--- config.mk ---
export PLATFORM = sky130hd
export DESIGN_NAME = libnet_ack_gen_512
export DESIGN_NICKNAME = d
export VERILOG_FILES = /design/src/rtl/libnet_ack_gen_512.sv
export SDC_FILE = /design/constraint.sdc
export NUM_CORES = 1
export LEC_CHECK = 0
export ABC_AREA = 0
export CAP_MARGIN = 20
export CORE_AREA = 2 2 267 269
export DETAILED_ROUTE_END_ITERATION = 8
export DIE_AREA = 0 0 269 271
export GPL_ROUTABILITY_DRIVEN = 0
export PLACE_DENSITY_LB_ADDON = 0.25
export SLEW_MARGIN = 20
export SYNTH_ARGS = -nofsm -noshare
export SYNTH_HDL_FRONTEND = slang
export SYNTH_SLANG_ARGS = --single-unit
--- constraint.sdc ---
create_clock -name clk -period 4.5 [get_ports clk]
set_input_delay 1.35 -clock clk [delete_from_list [all_inputs] [get_ports clk]]
set_output_delay 1.35 -clock clk [all_outputs]
set_load 0.05 [all_outputs]
--- src/rtl/libnet_ack_gen_512.sv ---
`default_nettype none
// ============================================================================
// Module   : libnet_ack_gen_512
// Brief    : Coalesces rx expected-sequence updates into single-beat 512-bit
//            ACK frames on an AXI-S master; flushes on count or timeout.
//            Optional statistics counters: define LIBNET_ACK_STATS_EN.
// Revision : 1.0 - initial release
// ============================================================================
module libnet_ack_gen_512 #(
    parameter int unsigned  ACK_COALESCE = 4,
    parameter int unsigned  ACK_TIMEOUT  = 256,
    parameter int unsigned  SEQ_LSB      = 344,
    parameter int unsigned  ACK_FLAG     = 376,
    parameter int unsigned  SYN_FLAG     = 377,
    parameter logic [511:0] HDR_TEMPLATE = '0
) (
    input  logic         clk,
    input  logic         reset,
    input  logic [31:0]  seq_expected,
    input  logic         seq_valid,
    output logic [511:0] tx_tdata,
    output logic [63:0]  tx_tkeep,
    output logic         tx_tvalid,
    output logic [63:0]  tx_tuser,
    output logic         tx_tlast,
    input  logic         tx_tready,
    output logic         ack_pending
`ifdef LIBNET_ACK_STATS_EN
    ,
    output logic [31:0]  ack_sent_cnt,
    output logic [31:0]  seq_merged_cnt
`endif
);

    localparam logic [7:0]  c_COALESCE   = 8'(ACK_COALESCE);
    localparam logic [15:0] c_TIMEOUT_M1 = 16'(ACK_TIMEOUT - 1);

    typedef enum logic [1:0] {
        ST_IDLE = 2'd0,
        ST_WAIT = 2'd1,
        ST_SEND = 2'd2
    } state_t;

    state_t        r_state, w_state_nxt;
    logic [31:0]   r_seq_latest;
    logic [7:0]    r_pend_cnt, w_pend_nxt;
    logic [15:0]   r_timer, w_timer_nxt;
    logic          r_ack_pending, w_pending_nxt;
    logic          r_tx_tvalid, w_tvalid_nxt;
    logic [511:0]  r_tx_tdata;
    logic [63:0]   r_tx_tkeep;
    logic [63:0]   r_tx_tuser;
    logic          r_tx_tlast;

    logic          w_handshake;
    logic          w_enter_send;
    logic          w_timer_done;
    logic [7:0]    w_pend_inc;
    logic [7:0]    w_pend_upd;
    logic [31:0]   w_seq_upd;
    logic [511:0]  w_frame;

    assign w_handshake  = r_tx_tvalid & tx_tready;
    assign w_pend_inc   = (r_pend_cnt == 8'hFF) ? r_pend_cnt : r_pend_cnt + 8'd1;
    assign w_pend_upd   = seq_valid ? w_pend_inc : r_pend_cnt;
    assign w_seq_upd    = seq_valid ? seq_expected : r_seq_latest;
    assign w_timer_done = r_ack_pending && (r_timer == c_TIMEOUT_M1);

    always_comb begin
        w_frame                  = HDR_TEMPLATE;
        w_frame[SEQ_LSB +: 32]   = w_seq_upd;
        w_frame[ACK_FLAG]        = 1'b1;
        w_frame[SYN_FLAG]        = 1'b0;
    end

    always_comb begin
        w_state_nxt   = r_state;
        w_pend_nxt    = r_pend_cnt;
        w_timer_nxt   = r_timer;
        w_pending_nxt = r_ack_pending;
        w_tvalid_nxt  = r_tx_tvalid;
        w_enter_send  = 1'b0;

        case (r_state)
            ST_IDLE: begin
                if (seq_valid) begin
                    w_pend_nxt    = 8'd1;
                    w_timer_nxt   = 16'd0;
                    w_pending_nxt = 1'b1;
                    if (ACK_COALESCE == 1) begin
                        w_enter_send = 1'b1;
                    end else begin
                        w_state_nxt = ST_WAIT;
                    end
                end
            end
            ST_WAIT: begin
                w_timer_nxt = r_timer + 16'd1;
                w_pend_nxt  = w_pend_upd;
                if ((w_pend_upd >= c_COALESCE) || (r_timer == c_TIMEOUT_M1)) begin
                    w_enter_send = 1'b1;
                end
            end
            ST_SEND: begin
                if (!r_tx_tvalid) begin
                    // Re-entry one cycle after a handshake: build the next beat now
                    w_enter_send = 1'b1;
                end else begin
                    w_pend_nxt = w_pend_upd;
                    if (seq_valid) begin
                        w_pending_nxt = 1'b1;
                    end
                    // Timer freezes at its terminal value so an expiry survives backpressure
                    if (seq_valid && !r_ack_pending) begin
                        w_timer_nxt = 16'd0;
                    end else if (r_ack_pending && !w_timer_done) begin
                        w_timer_nxt = r_timer + 16'd1;
                    end
                    if (w_handshake) begin
                        w_tvalid_nxt = 1'b0;
                        if ((w_pend_upd >= c_COALESCE) || w_timer_done) begin
                            w_state_nxt = ST_SEND;
                        end else if (w_pend_upd != 8'd0) begin
                            w_state_nxt = ST_WAIT;
                        end else begin
                            w_state_nxt = ST_IDLE;
                        end
                    end
                end
            end
            default: begin
                w_state_nxt = ST_IDLE;
            end
        endcase

        if (w_enter_send) begin
            w_state_nxt   = ST_SEND;
            w_tvalid_nxt  = 1'b1;
            w_pend_nxt    = 8'd0;
            w_timer_nxt   = 16'd0;
            w_pending_nxt = 1'b0;
        end
    end

    always_ff @(posedge clk) begin
        if (reset) begin
            r_state       <= ST_IDLE;
            r_seq_latest  <= 32'd0;
            r_pend_cnt    <= 8'd0;
            r_timer       <= 16'd0;
            r_ack_pending <= 1'b0;
            r_tx_tvalid   <= 1'b0;
            r_tx_tdata    <= '0;
            r_tx_tkeep    <= '0;
            r_tx_tuser    <= '0;
            r_tx_tlast    <= 1'b0;
        end else begin
            r_state       <= w_state_nxt;
            r_seq_latest  <= w_seq_upd;
            r_pend_cnt    <= w_pend_nxt;
            r_timer       <= w_timer_nxt;
            r_ack_pending <= w_pending_nxt;
            r_tx_tvalid   <= w_tvalid_nxt;
            if (w_enter_send) begin
                r_tx_tdata <= w_frame;
                r_tx_tkeep <= '1;
                r_tx_tuser <= '0;
                r_tx_tlast <= 1'b1;
            end
        end
    end

    assign tx_tdata    = r_tx_tdata;
    assign tx_tkeep    = r_tx_tkeep;
    assign tx_tvalid   = r_tx_tvalid;
    assign tx_tuser    = r_tx_tuser;
    assign tx_tlast    = r_tx_tlast;
    assign ack_pending = r_ack_pending;

`ifdef LIBNET_ACK_STATS_EN
    logic [31:0] r_ack_sent_cnt;
    logic [31:0] r_seq_merged_cnt;

    // An update is merged when a window was already open in the previous cycle
    always_ff @(posedge clk) begin
        if (reset) begin
            r_ack_sent_cnt   <= 32'd0;
            r_seq_merged_cnt <= 32'd0;
        end else begin
            if (w_handshake) begin
                r_ack_sent_cnt <= r_ack_sent_cnt + 32'd1;
            end
            if (seq_valid && r_ack_pending) begin
                r_seq_merged_cnt <= r_seq_merged_cnt + 32'd1;
            end
        end
    end

    assign ack_sent_cnt   = r_ack_sent_cnt;
    assign seq_merged_cnt = r_seq_merged_cnt;
`endif

endmodule

`default_nettype wire

Yosys cells after proc, flatten, opt, wreduce, memory -nomap -nowiden
Cells that the tools add are included.
W data, S select, Z words.
Storage, ports and cells
  logic and storage cells: 73
  output and inout bits: 643
  input bits: 36
  register bits: 95
Operators by class
  equality and inequality tests: 12
  add/sub/neg operators: 2
  $lt $le $gt $ge: 1
  multiplexer cells: 28
  bitwise logic cells: 2
  reductions and logical operators: 18
Operators by type and width (count)
  $mux W16: 4
  $pmux W16 S3: 1
  $mux W32: 1
  $mux W8: 4
  $pmux W8 S3: 1
  $add A16 B1 Y16 const B: 1
  $eq A16 B8 Y1 const B: 1
  $ne A3 B3 Y1 const B: 4
  $reduce_and A4 Y1: 3
  $mux W2: 5
  $mux W1: 9
  $add A8 B1 Y8 const B: 1
  $eq A8 B8 Y1 const B: 1
  $ge A8 B3 Y1 const B: 1
  $ne A2 B2 Y1 const B: 4
  $reduce_bool A8 Y1: 1
  $pmux W2 S3: 1
  $pmux W1 S2: 2
  $reduce_bool A2 Y1: 2
  $logic_and A1 B1 Y1: 3
  $reduce_and A3 Y1: 1
  $reduce_bool A3 Y1: 1
  $eq A2 B1 Y1 const B: 1
  $eq A2 B2 Y1 const B: 1
  7 further kinds: 9

Longest topological paths before layout
Gate-level depths: netlist (run 1).
  depth in word-level cells: 10
  mapped depth: 10
  depth with buffers taken out: 8

Worst setup path after synthesis (run 1)
No wires, ideal clock.
  path kind: register to output
  start point: register, netlist name tx_tlast
  end point: output tx_tdata[376]
  data required time: 3150 ps
  buffers on the path: 1
  setup slack: 1076 ps
  cell stages (with the launch flop): 2
  arrival: 2074 ps
  cell sequence: dfxtp_1 > buf_4
RTL lines
  end, declared: line 21  | output logic [511:0] tx_tdata,

==> results of run 1 <==
==> final cells by class <==
cell class / instances / share of cell area (%)
Antenna cell: 1 / 0.0277
Timing Repair Buffer: 140 / 15.4
Inverter: 7 / 0.290
Sequential cell: 93 / 20.6
Clock inverter: 6 / 1.31
Tap cell: 940 / 13.0
Multi-Input combinational cell: 853 / 46.9
Clock buffer: 9 / 2.49
==> per-layer routing <==
metal  part of all wire [%]  GRT usage [%]  vias up
li1                       -              -     2310
met1                     33           3.86     2224
met2                     51           6.69      279
met3                     15           2.89       19
met4                   0.89          0.892       10
met5                   0.40              0        -
==> power by group <==
part	internal, mW	leakage (nW)	switching (mW)
Combinational	0.0742	3.13	1.09
Sequential	0.844	0.757	0.0110
Clock	0.549	0.168	0.363
==> state kept, by name (all words and copies together), names as in the netlist <==
name and cells:
r_seq_latest 32, r_state 2, tx_tlast 1, tx_tvalid 1, r_pend_cnt 8, r_timer 16, tx_tdata 32, ack_pending 1
==> cell families after synthesis <==
family	Yosys count	synth area share (%)
XOR/XNOR	1	0.0994
buffers and inverters	638	53.8
AO/OA/AOI/OAI	67	4.46
flip-flops	93	21.1
AND/OR/NAND/NOR	169	10.4
other	1	0.0425
adder cells (fa/ha/maj)	6	0.852
multiplexers	67	9.24
==> cells in the final DEF (no fill, tap or decap), types with 14 or more instances in the layout <==
cell type / count
nor2_1: 58
conb_1: 543
mux2i_1: 33
dfxtp_1: 92
mux2_4: 27
nor2b_1: 35
clkdlybuf4s50_1: 133
o21ai_0: 19
a21oi_1: 28
nand3_1: 14
==> path summary, 6_finish.rpt <==
kind              slack (ns)                        from                          to  cells after the start
setup reg to reg        1.56  r_pend_cnt[0]$_SDFFE_PP0P_  tx_tdata[349]$_SDFFE_PP0P_                      7
hold reg to reg         0.50    r_timer[14]$_SDFFE_PP0P_    r_timer[14]$_SDFFE_PP0P_                      2
setup / recovery        1.09       tx_tlast$_SDFFE_PP0P_                tx_tkeep[49]                      2
hold / removal          0.50    r_timer[14]$_SDFFE_PP0P_    r_timer[14]$_SDFFE_PP0P_                      2
==> worst register-to-register path: stages, from the launching register on <==
cell     delay, ns
dfxtp_1       0.45
ha_1          0.29
nand3_1       0.17
o21ba_2       0.28
and3_1        0.20
o211a_2       0.32
nor2_8        0.71
mux2_2        0.43
==> summary.md, run 1 <==
| Metric | Value |
|---|---|
| CP Max Fanout | 44 |
| Worst endpoint required time | around 3.2 ns |
| Post-Synthesis Cells | approximately 1000 |
| Final count of hold timing violations | 0 |
| Core area | 69800 um^2 |
| Cell variety after synth | 47 |
| Outcome | complete, no violations |
| Peak VDD IR | between 200 and 250 uV |
| Final worst setup slack | between 1 and 1.5 ns |
| Layout Skew | between 0.015 and 0.02 ns |
| Slew of the pin with the lowest slew margin | 0.888 ns |
| Fin nets | ~1100 |
| Crit-path max cell delay | approximately 0.85 ns |
| Hold-fix buffers at CTS | 0 |
| Count of clock tree sinks | just over 90 |
| Placed cell count | about 2000 |
| Final setup vio count | 0 |
| Number of vias per cell | ~2.4 |
| First-pass GRT wire length | 23.1 mm |
| Count leader, synth | buf_4 |
| Footprint of the multi-input gates | between 4000 and 5000 um^2 |
| Pwr Total | roughly 2.9 mW |
| Grt total ovfl | 0 |
| Largest net degree at the start of global routing | 68 |
| WL/cell | about 8.0 um |
| Vias | between 4000 and 5000 |
| Fin area | roughly 9000 um^2 |
| FF+latch area | ~1900 um^2 |
| Finished Core Util | about 13% |
| Drc violations | 0 |
| # Max-Cap Violations | 0 |
| Total Wirelength | between 15 and 20 mm |
| Worst-skew pair later-pin latency | about 0.36 ns |
| Starting Density | between 10% and 20% |
| Htree depth | 3 |
| Number of placement rows | 97 |
| Worst path bufs/invs | 2 |
| Tot GR Track Use | 3.95% |
| Tightest hold margin | a little over 0.5 ns |
| Tightest Hold Check Type | reg2reg |
| Final Cycle Share | between 70% and 80% |
| Crit. End Element | primary output |
| Worst path top cell family by delay | buffers and inverters |
| CP cell instances | buf_12 > clkdlybuf4s50_1 |
| Largest cells by area after synthesis | buf_4 (52%), dfxtp_1 (21%), mux2_4 (4.6%) |
| Die H | around 270 um |
| Slew headroom | between 40 and 50% |
| Synth top area share | between 50% and 60% |
| Clk root buf | clkbuf_16 |
| Post-Syn Area | between 8000 and 9000 um^2 |
| Max-slew violations | 0 |
| Post-CTS sizing | 0 |
| Min cycle time layout | approximately 3.4 ns |
| Clock-pin slew on the worst setup and hold paths | approximately 0.070 ns |
| Fmax | 293 MHz |
| DR pass1 iterations | 4 |
| Post-CTS Setup Bufs | 0 |
| Sequential share of the synthesized area | a little over a fifth |
| Crit path arrival time | between 2 and 2.5 ns |
| Synth warn | 0 |
| Ys async rst share | 0% |
| Placed wire-length estimate | 12.4 mm |
| Vias in the first global route | 3945 |
| Share of post-route cells with drive strength above 1 | 6.14% |
| #FFs+latches synth | 93 |
| Post-synth EDFFs | 0 |
| Syn-to-layout area delta | 2.65% |
| PD cells | between 300 and 400 nW/um^2 |
| Initial antenna violation count | 5 |
| Setup TNS | 0 ns |
| Placed Area | 8680 um^2 |
| Die width | roughly 270 um |
| Dpl ws | 0.800 ns |
| # IOs | 679 |
| P_leak | 4.06 nW |
| Die Area | between 70000 and 80000 um^2 |
| Layout Cells excl Fill | approximately 2000 |
| Antenna viol nets, final | 0 |
| RSZ-0062 raised after global routing | no |
| Critical path launch point type | register |
| Synth area leader | buf_4 |
| Commonest cells post-synth | buf_4 (611), dfxtp_1 (93), nor2_1 (58), nor2b_1 (35), mux2i_1 (33) |
| # fillers | ~8000 |
| Ys flop type | dfxtp_1 |
| Crit Path Class | reg2out |
| Critical Path Slowest Stage Cell | clkdlybuf4s50_1 |
| Iteration-0 DRC count of the detailed router | 125 |
| Syn_area_per_cell | between 8 and 9 um^2 |
| Port Buffers | approximately 140 |
| CTS Buffer Depth | 2 |
| CTS tree | yes |
| Num CTS Buffers | 9 |
(Power assumes the default switching activity.)
==> inputs of run 2 (changes only) <==
==> constraint.sdc (replaced) <==
create_clock -name clk -period 2.9 [get_ports clk]
set_input_delay 0.87 -clock clk [delete_from_list [all_inputs] [get_ports clk]]
set_output_delay 0.87 -clock clk [all_outputs]
set_load 0.05 [all_outputs]
==> summary.md, run 2 (synthesized netlist as in run 1, its figures left out) <==
| Metric | Value |
|---|---|
| FF+latch area | around 1900 um^2 |
| Clock-pin slew on the worst setup and hold paths | 0.07 ns |
| Fin area | between 8000 and 9000 um^2 |
| Setup TNS | 0 ns |
| RSZ-0062 raised after global routing | no |
| Count of clock tree sinks | 93 |
| Die width | 269 um |
| CTS tree | yes |
| Layout Skew | approximately 0.015 ns |
| Layout Cells excl Fill | a little over 2000 |
| Pwr Total | about 4.3 mW |
| Total Wirelength | about 16 mm |
| Placed wire-length estimate | 12.6 mm |
| Critical path launch point type | register |
| Final count of hold timing violations | 0 |
| First-pass GRT wire length | around 23 mm |
| WL/cell | a little under 8 um |
| Crit. path cell count | 1 |
| CP Launch Point | ack_pending$_SDFFE_PP0P_ |
| Crit. End Element | primary output |
| CTS Buffer Depth | 2 |
| Worst path top cell family by delay | buffers and inverters |
| DR pass1 iterations | 4 |
| Footprint of the multi-input gates | roughly 4200 um^2 |
| Fin nets | between 1000 and 1500 |
| Number of placement rows | 97 |
| Finished Core Util | between 10% and 20% |
| Commonest non-fill, non-tap cell in the layout | conb_1 |
| Fmax | 387 MHz |
| Final worst setup slack | 0.317 ns |
| Post-CTS sizing | 0 |
| Worst path bufs/invs | 1 |
| Peak VDD IR | between 200 and 300 uV |
| # IOs | 679 |
| R2R depth | 8 |
| Antenna viol nets, final | 0 |
| # fillers | about 8000 |
| CP endpoint | ack_pending |
| Vias | roughly 4900 |
| Grt total ovfl | 0 |
| Port Buffers | approximately 140 |
| CP Max Fanout | 6 |
| Max-slew violations | 0 |
| Crit-path max cell delay | 0.90 ns |
| Hold-fix buffers at CTS | 0 |
| R2R Setup Slk | ~0.40 ns |
| Tot GR Track Use | 3.89% |
| PD cells | between 400 and 500 nW/um^2 |
| # Max-Cap Violations | 0 |
| Initial antenna violation count | 6 |
| P_leak | around 4.2 nW |
| Final Cycle Share | approximately nine tenths |
| Tightest Hold Check Type | reg2reg |
| Critical Path Slowest Stage Cell | clkdlybuf4s50_1 |
| Crit path arrival time | around 1.7 ns |
| Clk root buf | clkbuf_16 |
| Outcome | complete, no violations |
| Slew of the pin with the lowest slew margin | between 0.6 and 0.7 ns |
| Min cycle time layout | approximately 2.6 ns |
| Die H | 271 um |
| Placed cell count | just over 2000 |
| Largest net degree at the start of global routing | 41 |
| Num CTS Buffers | 9 |
| Die Area | 72900 um^2 |
| Iteration-0 DRC count of the detailed router | 233 |
| Share of post-route cells with drive strength above 1 | about an eighth |
| Htree depth | 3 |
| Tightest hold margin | 0.503 ns |
| Core area | between 60000 and 70000 um^2 |
| Placed Area | between 8000 and 9000 um^2 |
| Vias in the first global route | between 4000 and 5000 |
| Final setup vio count | 0 |
| Slew headroom | 59.3% |
| Drc violations | 0 |
| Worst endpoint required time | slightly above 2 ns |
| Dpl ws | approximately 0.1 ns |
| Number of vias per cell | approximately 2.4 |
| Worst R2R End | tx_tdata[364]$_SDFFE_PP0P_ |
| Worst-skew pair later-pin latency | between 0.3 and 0.4 ns |
| CP cell instances | clkdlybuf4s50_1 |
| Crit Path Class | reg2out |
| Starting Density | 12.6% |
| Syn-to-layout area delta | 1.45% |
| Post-CTS Setup Bufs | 0 |
| Worst flop-to-flop path startpoint | r_pend_cnt[0]$_SDFFE_PP0P_ |
| Most frequent cells in the layout | conb_1 (543), dfxtp_1 (92), buf_4 (77), clkdlybuf4s50_1 (67), nor2_1 (58) |
[run 2: cell count changes in the layout (fill, tap and decap cells not counted), sizes merged]
cell / change
bufinv: -3
diode: +1
buf: +76
clkinv: +2
inv: +2
clkdlybuf4s50: -66
[run 2: layout make-up]
class / instances / area share, %
diodes: 2 / 0.0560
clock buffers: 9 / 2.52
clock inverters: 7 / 0.700
flip-flops and latches: 93 / 20.8
repair buffers: 150 / 15.0
multi-input cells: 853 / 47.5
well taps: 940 / 13.2
inverters: 7 / 0.294
[run 2: metal layers]
| metal | up-vias | track usage, % | wire length, um |
|---|---|---|---|
| met5 | - | 0 | 23 |
| met4 | 6 | 1.29 | 240 |
| met3 | 21 | 2.41 | 2230 |
| met2 | 266 | 6.35 | 7970 |
| met1 | 2251 | 4.07 | 5620 |
| li1 | 2329 | - | - |
[run 2: how the worst min path moves through the flow]
stage / start / to / cells after the start
6_report: r_timer[1]$_SDFFE_PP0P_ / r_timer[1]$_SDFFE_PP0P_ / 2
5_1_grt: r_timer[7]$_SDFFE_PP0P_ / r_timer[7]$_SDFFE_PP0P_ / 2
2_1_floorplan: r_timer[7]$_SDFFE_PP0P_ / r_timer[7]$_SDFFE_PP0P_ / 2
4_1_cts: r_timer[7]$_SDFFE_PP0P_ / r_timer[7]$_SDFFE_PP0P_ / 2
3_5_place_dp: r_timer[7]$_SDFFE_PP0P_ / r_timer[7]$_SDFFE_PP0P_ / 2
3_3_place_gp: r_timer[7]$_SDFFE_PP0P_ / r_timer[7]$_SDFFE_PP0P_ / 2
[run 2: power by group]
| part | switching [mW] | total [mW] | internal (mW) |
|---|---|---|---|
| clock | 0.574 | 1.18 | 0.604 |
| sequential | 0.0175 | 1.33 | 1.31 |
| combinational | 1.70 | 1.83 | 0.132 |
==> inputs of run 3 (changes only) <==
==> constraint.sdc (replaced) <==
create_clock -name clk -period 2.9 [get_ports clk]
set_input_delay 0.87 -clock clk [delete_from_list [all_inputs] [get_ports clk]]
set_output_delay 0.87 -clock clk [all_outputs]
set_load 0.005 [all_outputs]
==> summary.md, run 3 (synthesized netlist as in run 1, its figures left out) <==
| Metric | Value |
|---|---|
| Num CTS Buffers | 9 |
| WL/cell | slightly above 8 um |
| CP cell instances | buf_12 > clkdlybuf4s50_1 |
| Clock-pin slew on the worst setup and hold paths | around 0.07 ns |
| Worst-skew pair later-pin latency | between 0.3 and 0.4 ns |
| Final worst setup slack | 0.253 ns |
| Iteration-0 DRC count of the detailed router | ~190 |
| Placed cell count | slightly above 2000 |
| Tot GR Track Use | 4.07% |
| Commonest non-fill, non-tap cell in the layout | conb_1 |
| CTS tree | yes |
| P_leak | between 4 and 5 nW |
| Placed wire-length estimate | between 10 and 15 mm |
| Pwr Total | a little under 3 mW |
| Finished Core Util | between 10% and 20% |
| Crit-path max cell delay | 0.62 ns |
| Critical Path Slowest Stage Cell | dfxtp_2 |
| Fin nets | roughly 1200 |
| Fmax | approximately 380 MHz |
| Core area | about 70000 um^2 |
| Outcome | complete, no violations |
| Most frequent cells in the layout | conb_1 (543), clkdlybuf4s50_1 (133), dfxtp_1 (92), nor2_1 (58), nor2b_1 (35) |
| Min cycle time layout | around 2.6 ns |
| # Max-Cap Violations | 0 |
| Final setup vio count | 0 |
| Critical path launch point type | register |
| Final count of hold timing violations | 0 |
| Vias in the first global route | 4153 |
| Vias | 4890 |
| Share of post-route cells with drive strength above 1 | under 10% |
| Dpl ws | 0.160 ns |
| PD cells | about 330 nW/um^2 |
| Hold-fix buffers at CTS | 0 |
| Antenna viol nets, final | 0 |
| DRT met1 WL | roughly 5.7 mm |
| DR pass1 iterations | 7 |
| Routed met2 length | 8.47 mm |
| WL met3 | roughly 2.3 mm |
| Setup TNS | 0 ns |
| Count of clock tree sinks | between 90 and 100 |
| Die H | 271 um |
| Number of placement rows | 97 |
| Layout Skew | 0.0139 ns |
| Peak VDD IR | ~220 uV |
| First-pass GRT wire length | ~24 mm |
| Layout Cells excl Fill | approximately 2100 |
| # fillers | 7987 |
| Placed Area | about 8800 um^2 |
| Post-CTS Setup Bufs | 0 |
| Port Buffers | between 100 and 150 |
| Clk root buf | clkbuf_16 |
| Starting Density | around an eighth |
| Slew headroom | between 50% and 60% |
| CTS Buffer Depth | 2 |
| Top Layer Used | met5 |
| Htree depth | 3 |
| Fin area | 9100 um^2 |
| Number of diodes | 0 |
| Slew of the pin with the lowest slew margin | around 0.62 ns |
| Die width | 269 um |
| Syn-to-layout area delta | 3.29% |
| Number of vias per cell | ~2.4 |
| Grt total ovfl | 0 |
| Initial antenna violation count | 5 |
| Total Wirelength | 16.7 mm |
| Crit path arrival time | between 1.5 and 2 ns |
| Worst endpoint required time | ~2.0 ns |
| Tightest Hold Check Type | reg2reg |
| Max-slew violations | 0 |
| Largest net degree at the start of global routing | 59 |
| Crit Path Class | reg2out |
| CP Max Fanout | 40 |
| # IOs | between 600 and 700 |
| Final Cycle Share | about 90% |
| Die Area | ~73000 um^2 |
| Post-CTS sizing | 0 |
| Crit. End Element | primary output |
| Drc violations | 0 |
| Tightest hold margin | slightly above 0.5 ns |
| RSZ-0062 raised after global routing | no |
## run 3: worst paths after layout
kind | start | cells past startpoint | end | slack [ns]
setup / recovery | tx_tlast$_SDFFE_PP0P_ | 2 | tx_tlast | 0.25
hold / removal | r_timer[6]$_SDFFE_PP0P_ | 2 | r_timer[6]$_SDFFE_PP0P_ | 0.50
setup reg to reg | r_pend_cnt[0]$_SDFFE_PP0P_ | 8 | tx_tdata[347]$_SDFFE_PP0P_ | 0.32
hold reg to reg | r_timer[6]$_SDFFE_PP0P_ | 2 | r_timer[6]$_SDFFE_PP0P_ | 0.50
## run 3: worst max-delay path: cells and delay by family (launching register included)
| family | cells | cell delay (ns) |
|---|---|---|
| flip-flops | 1 | 0.62 |
| buffers and inverters | 2 | 0.79 |
## run 3: cell type report
type,count,area [um^2],share of cell area (%)
Multi-Input combinational cell,853,4240,46.6
Sequential cell,93,1860,20.5
Timing Repair Buffer,152,1510,16.5
Tap cell,940,1180,12.9
Clock buffer,9,225,2.47
Clock inverter,7,62.6,0.687
Inverter,7,26.3,0.289
## run 3: layer usage
| layer | vias to the layer above | global-route usage (%) |
|---|---|---|
| met4 | 10 | 0.804 |
| met3 | 17 | 2.72 |
| li1 | 2334 | - |
| met1 | 2244 | 4.07 |
| met2 | 285 | 6.99 |
| met5 | - | 0 |
## run 3: where the power goes
part / leakage, nW / total [mW] / switching, mW / internal [mW]
clock network: 0.145 / 1.20 / 0.597 / 0.605
logic: 3.20 / 0.452 / 0.323 / 0.129
registers: 0.757 / 1.33 / 0.0177 / 1.31
total: 4.10 / 2.98 / 0.938 / 2.04
